[config.mk]
export PLATFORM = sky130hd
export DESIGN_NAME = pc_fetch_unit
export DESIGN_NICKNAME = d
export VERILOG_FILES = /design/src/rtl/pc_fetch_unit_pkg.sv /design/src/rtl/pc_fetch_unit.sv
export SDC_FILE = /design/constraint.sdc
export NUM_CORES = 1
export LEC_CHECK = 0
export ABC_AREA = 0
export CAP_MARGIN = 15
export CELL_PAD_IN_SITES_DETAIL_PLACEMENT = 1
export CELL_PAD_IN_SITES_GLOBAL_PLACEMENT = 1
export CORE_MARGIN = 5
export CORE_UTILIZATION = 30
export CTS_BUF_LIST = sky130_fd_sc_hd__clkbuf_8
export DETAILED_ROUTE_END_ITERATION = 7
export GPL_TIMING_DRIVEN = 0
export PLACE_DENSITY_LB_ADDON = 0.1
export SETUP_SLACK_MARGIN = 0.15
export SYNTH_ARGS = -nofsm -noshare
export SYNTH_HDL_FRONTEND = slang
export SYNTH_SLANG_ARGS = --single-unit
[constraint.sdc]
create_clock -name clk -period 1.9 [get_ports clk]
set_input_delay 0.57 -clock clk [delete_from_list [all_inputs] [get_ports clk]]
set_output_delay 0.57 -clock clk [all_outputs]
set_load 0.01 [all_outputs]
[src/rtl/pc_fetch_unit_pkg.sv]
// Shared definitions for the PC / instruction-fetch sequencer.
//   fetch_state_e   : sequencer states (3-bit encoding)
//   DefaultResetPc  : default architectural reset PC
//   NopInstr        : canonical NOP (addi x0, x0, 0)
//   is_aligned()    : true when a PC is on a 4-byte boundary
package pc_fetch_unit_pkg;

  typedef enum logic [2:0] {
    StIdle  = 3'd0,
    StReq   = 3'd1,
    StWait  = 3'd2,
    StHold  = 3'd3,
    StDrain = 3'd4,
    StHalt  = 3'd5
  } fetch_state_e;

  localparam logic [31:0] DefaultResetPc = 32'h0000_0000;
  localparam logic [31:0] NopInstr       = 32'h0000_0013;

  function automatic logic is_aligned(input logic [31:0] addr);
    return (addr[1:0] == 2'b00);
  endfunction

endpackage

[src/rtl/pc_fetch_unit.sv]
// Program-counter register and single-outstanding instruction-fetch sequencer.
// Holds the PC, feeds it to the external PC+4 incrementer, fetches one word at a
// time over a req/gnt/rvalid port and presents it to decode with a valid/ready
// handshake. Redirects (branch/jump) take priority over stall and ready.
// Ports:
//   clk, rst_n                        clock, async active-low reset
//   pc_o / pc_plus4_i                 current PC out, incremented PC back
//   redirect_i / redirect_target_i    branch/jump pulse and its target
//   stall_i                           blocks the HOLD -> REQ advance only
//   imem_req_o / imem_addr_o          fetch request and address (= pc_o)
//   imem_gnt_i / imem_rvalid_i        request accepted / read data valid
//   imem_rdata_i                      fetched instruction word
//   instr_valid_o / instr_ready_i     decode handshake
//   instr_o / instr_pc_o              presented instruction and its PC
//   misalign_o                        sticky misaligned-redirect flag
module pc_fetch_unit
  import pc_fetch_unit_pkg::*;
#(
  parameter logic [31:0] RESET_PC = DefaultResetPc
) (
  input  logic        clk,
  input  logic        rst_n,
  output logic [31:0] pc_o,
  input  logic [31:0] pc_plus4_i,
  input  logic        redirect_i,
  input  logic [31:0] redirect_target_i,
  input  logic        stall_i,
  output logic        imem_req_o,
  output logic [31:0] imem_addr_o,
  input  logic        imem_gnt_i,
  input  logic        imem_rvalid_i,
  input  logic [31:0] imem_rdata_i,
  output logic        instr_valid_o,
  output logic [31:0] instr_o,
  output logic [31:0] instr_pc_o,
  input  logic        instr_ready_i,
  output logic        misalign_o
);

  fetch_state_e state_q, state_d;
  logic [31:0]  pc_q, pc_d;
  logic [31:0]  instr_q, instr_d;
  logic [31:0]  instr_pc_q, instr_pc_d;
  logic         misalign_q, misalign_d;
  logic         imem_req_q;
  logic         instr_valid_q;
  logic         redir_ok;
  logic         redir_bad;

  assign redir_ok  = redirect_i & is_aligned(redirect_target_i);
  assign redir_bad = redirect_i & ~is_aligned(redirect_target_i);

  always_comb begin
    state_d    = state_q;
    pc_d       = pc_q;
    instr_d    = instr_q;
    instr_pc_d = instr_pc_q;
    misalign_d = misalign_q;

    if (redir_ok) begin
      pc_d       = redirect_target_i;
      misalign_d = 1'b0;
    end else if (redir_bad) begin
      misalign_d = 1'b1;
    end

    case (state_q)
      StIdle: begin
        state_d = redir_bad ? StHalt : StReq;
      end
      StReq: begin
        if (redirect_i) begin
          // A granted request has an rvalid coming that must be swallowed.
          if (imem_gnt_i)    state_d = StDrain;
          else if (redir_ok) state_d = StReq;
          else               state_d = StHalt;
        end else if (imem_gnt_i) begin
          state_d = StWait;
        end
      end
      StWait: begin
        if (redirect_i) begin
          // If the response lands in the redirect cycle it is already gone.
          if (!imem_rvalid_i) state_d = StDrain;
          else if (redir_ok)  state_d = StReq;
          else                state_d = StHalt;
        end else if (imem_rvalid_i) begin
          instr_d    = imem_rdata_i;
          instr_pc_d = pc_q;
          state_d    = StHold;
        end
      end
      StHold: begin
        if (redirect_i) begin
          state_d = redir_ok ? StReq : StHalt;
        end else if (instr_ready_i && !stall_i) begin
          pc_d    = pc_plus4_i;
          state_d = StReq;
        end
      end
      StDrain: begin
        // misalign_d folds in a redirect arriving during the drain itself.
        if (imem_rvalid_i) state_d = misalign_d ? StHalt : StReq;
      end
      StHalt: begin
        if (redir_ok) state_d = StReq;
      end
      default: state_d = StIdle;
    endcase
  end

  always_ff @(posedge clk or negedge rst_n) begin
    if (!rst_n) begin
      state_q       <= StIdle;
      pc_q          <= RESET_PC;
      instr_q       <= 32'h0;
      instr_pc_q    <= 32'h0;
      misalign_q    <= 1'b0;
      imem_req_q    <= 1'b0;
      instr_valid_q <= 1'b0;
    end else begin
      state_q       <= state_d;
      pc_q          <= pc_d;
      instr_q       <= instr_d;
      instr_pc_q    <= instr_pc_d;
      misalign_q    <= misalign_d;
      imem_req_q    <= (state_d == StReq);
      instr_valid_q <= (state_d == StHold);
    end
  end

  assign pc_o          = pc_q;
  assign imem_addr_o   = pc_q;
  assign imem_req_o    = imem_req_q;
  assign instr_valid_o = instr_valid_q;
  assign instr_o       = instr_q;
  assign instr_pc_o    = instr_pc_q;
  assign misalign_o    = misalign_q;

endmodule
==> results_dict.tcl <==
set metrics [dict create \
    comb_power_share_pct 38.7 \
    pwr_density_cell_nw_per_um2 850 \
    die_w_um 133 \
    path_common_cell "buf_6" \
    hpwlAfterDp_mm 10.7 \
    num_rows 45 \
    insertion_delay_ps 380 \
    grt_setup_unrepaired "true" \
    die_h_um 133 \
    ys_async_sr_fraction_pct 100 \
    outcome "finished, final reports clean" \
    grt_pass1_wl_mm 23.2 \
    reg2reg_from "state_q[2]" \
    coreArea_um2 15000 \
    seq_area_frac_synth_pct 56.4 \
    grt_max_degree 57 \
    ys_warn_count 0 \
    slew_violations 0 \
    cp_max_fo 3 \
    netlist.area_leader.share_pct 56.4 \
    cts.root.buffer_cell "clkbuf_8" \
    wl_mm 14.8 \
    grt_pass1_vias 4096 \
    synth_most_common_cell "mux2_1" \
    diodes 0 \
    seqPwrFrac_pct 41.0 \
    io_buffers 233 \
    period_minus_slack_ps 1800 \
    switchingPower_mw 1.92 \
    gp_congestion 0.750 \
    critPathMaxStageDelay_ps 410 \
    clock_path_buffers 2 \
    finalSetupViolations 0 \
    netlist.top_cell.by_area "dfrtp_1" \
    clockPowerShare_pct 20.3 \
    drv_cap 0 \
    worstSetupStartpoint "imem_addr_o[26]" \
    r2r-end "instr_pc_o[24]" \
    pin_count 234 \
    vias_per_cell 4.47 \
    ys.flop_type "dfrtp_1" \
    slowest_stage "dfrtp_1" \
    vdd_drop_max_mv 0.420 \
    yosysUniqueCellTypes 27 \
    htree_levels 3 \
    ys_ff_latch 102 \
    cp_num_buf_inv 4 \
    wl_per_cell_um 18.6 \
    drt_iter0_markers 69 \
    drive_above_1_share_pct 36.6 \
    hold_viol_final 0 \
    ant_nets 0 \
    slew_headroom_pct 57.3 \
    internal_power_mw 4.83 \
    vias 3566 \
    max_freq_ghz 0.555 \
    syn-num-nets 403 \
    path_class "reg2out" \
    netlist_instances 300 \
    initial_core_util_pct 30.2 \
    critPathCaptureType "output pin" \
    fill_cells 1550 \
    synth_edf_count 0 \
    drc 0 \
    crit_arrival_ps 1230 \
    crit_cells 4 \
    synth_area_um2 4530 \
    drt_first_pass_iters 4 \
    r2r_slack_ps 230 \
    p_sw_share_pct 28.4 \
    layout.nets 708 \
    ctsHoldBuffers 0 \
    syn2layout_area_growth_pct 75.3 \
    cts.sinks 102 \
    antenna_found_initial 0 \
    syn_avg_cell_area_um2 15.1 \
    critPathRequiredTime_ps 1330 \
    synth_common_cells "mux2_1, dfrtp_1, buf_4" \
    crit_end "pc_o[26]" \
    die-area_um2 17600 \
    fin_skew_ps 9.08 \
    leakagePower_nw 4.29 \
    worstSetupStartpointType "flip-flop" \
    period_share_pct 94.8 \
    power.total_mw 6.75 \
    path_clk_slew_ps 90 \
    track_usage_pct 16.9 \
    post-route-util_pct 53.0 \
    cp_top_family "buffers and inverters" \
    synth_area_leaders "dfrtp_1, mux2_1, buf_4" \
    cts_tree "yes" \
    cts_made_buffers 9 \
    dp.cells 722 \
    worst_slew_pin_slew_ps 640 \
    reg2reg_depth 5 \
    stdcell_count 797 \
    path_cells "buf_6 > buf_6 > buf_6 > buf_6" \
    worstHoldPathType "in2async" \
    gr-total-overflow 0 \
]
==> repair_timing <==
item / 4_1_cts / 5_1_grt
setup buffers: 49 / 10
pin swaps: 0 / 1
gates resized for setup: 238 / 45
setup endpoints to repair: 229 / 57
cloned: 1 / 0
==> layout make-up <==
type	count	area, µm²	area share (%)
inverter	3	11.3	0.142
clock inverter	5	51.3	0.646
tap	188	235	2.96
buffer	45	440	5.55
sequential	102	2550	32.2
timing repair buffer	294	2710	34.1
clock buffer	10	138	1.73
multi-input combinational	150	1800	22.7
==> sequential cells by signal (all words and copies together) (netlist names) <==
register and cells:
imem_addr_o 32, instr_o 32, instr_pc_o 32, state_q 3
imem_req_o 1, instr_valid_o 1, misalign_o 1
==> worst min path at each step <==
| stage | endpoint | slack, ps |
|---|---|---|
| floorplan | imem_addr_o[0] | 270 |
| global placement | instr_pc_o[3] | 470 |
| detailed placement | instr_o[26] | 480 |
| CTS | instr_o[19] | 200 |
| global route | instr_o[19] | 230 |
| finish | instr_o[19] | 200 |
==> cell usage in the layout, fill, tap and decap left out, drive strengths merged <==
master and n:
or3b 1, and3b 1, and3 1, a31oi 1
buf 128, bufinv 1, o21ba 1, nand3b 1
or3 1, mux2 126, clkbuf 21, dfrtp 102
o311ai 1, clkdlybuf4s15 2, nor3 2, clkinvlp 1
or4bb 1, bufbuf 1, clkinv 2, nor2b 2
o21ai 1, nand3 1, dlygate4sd2 99, nor3b 1
a221oi 1, clkdlybuf4s50 98, nor2 3, nand4b 1
and2 2, inv 4, o211ai 1
==> kinds of logic after synthesis <==
family	Yosys count	share of synthesized area [%]
and+or+nand+nor	18	2.87
AOI/OAI and AO/OA	6	1.16
muxes	126	31.3
buffers and inverters	48	8.24
DFF	102	56.4
==> layer usage <==
metal  part of all wire (%)  vias up  track usage (%)  routed length [µm]
li1                       -     1632                -                   -
met1                     39     1779             19.1                5840
met2                     52      136             29.7                7670
met3                    6.9       19             5.93                1020
met4                    2.0        0             5.83                 301
met5                      0        -                0                   0
==> stage by stage <==
step	setup slack [ps]	TNS, ps	area (µm²)	hold WS [ps]
5_1_grt	44.6	0	7940	235
2_1_floorplan	99.3	0	4720	274
3_3_place_gp	-3750	-429760	7290	472
6_report	98.5	0	7940	203
3_5_place_dp	-711	-52150	7310	481
4_1_cts	0.936	0	7850	197
==> power by group through the flow <==
stage	registers, mW	clock network (mW)	logic (mW)
after floorplan	2.94	0	0.902
after global placement	2.85	0	2.34
after detailed placement	2.87	0	2.39
after CTS	2.77	1.44	2.55
after global routing	2.83	1.52	2.79
final	2.77	1.37	2.61
Power figures use the tool's default switching activity.
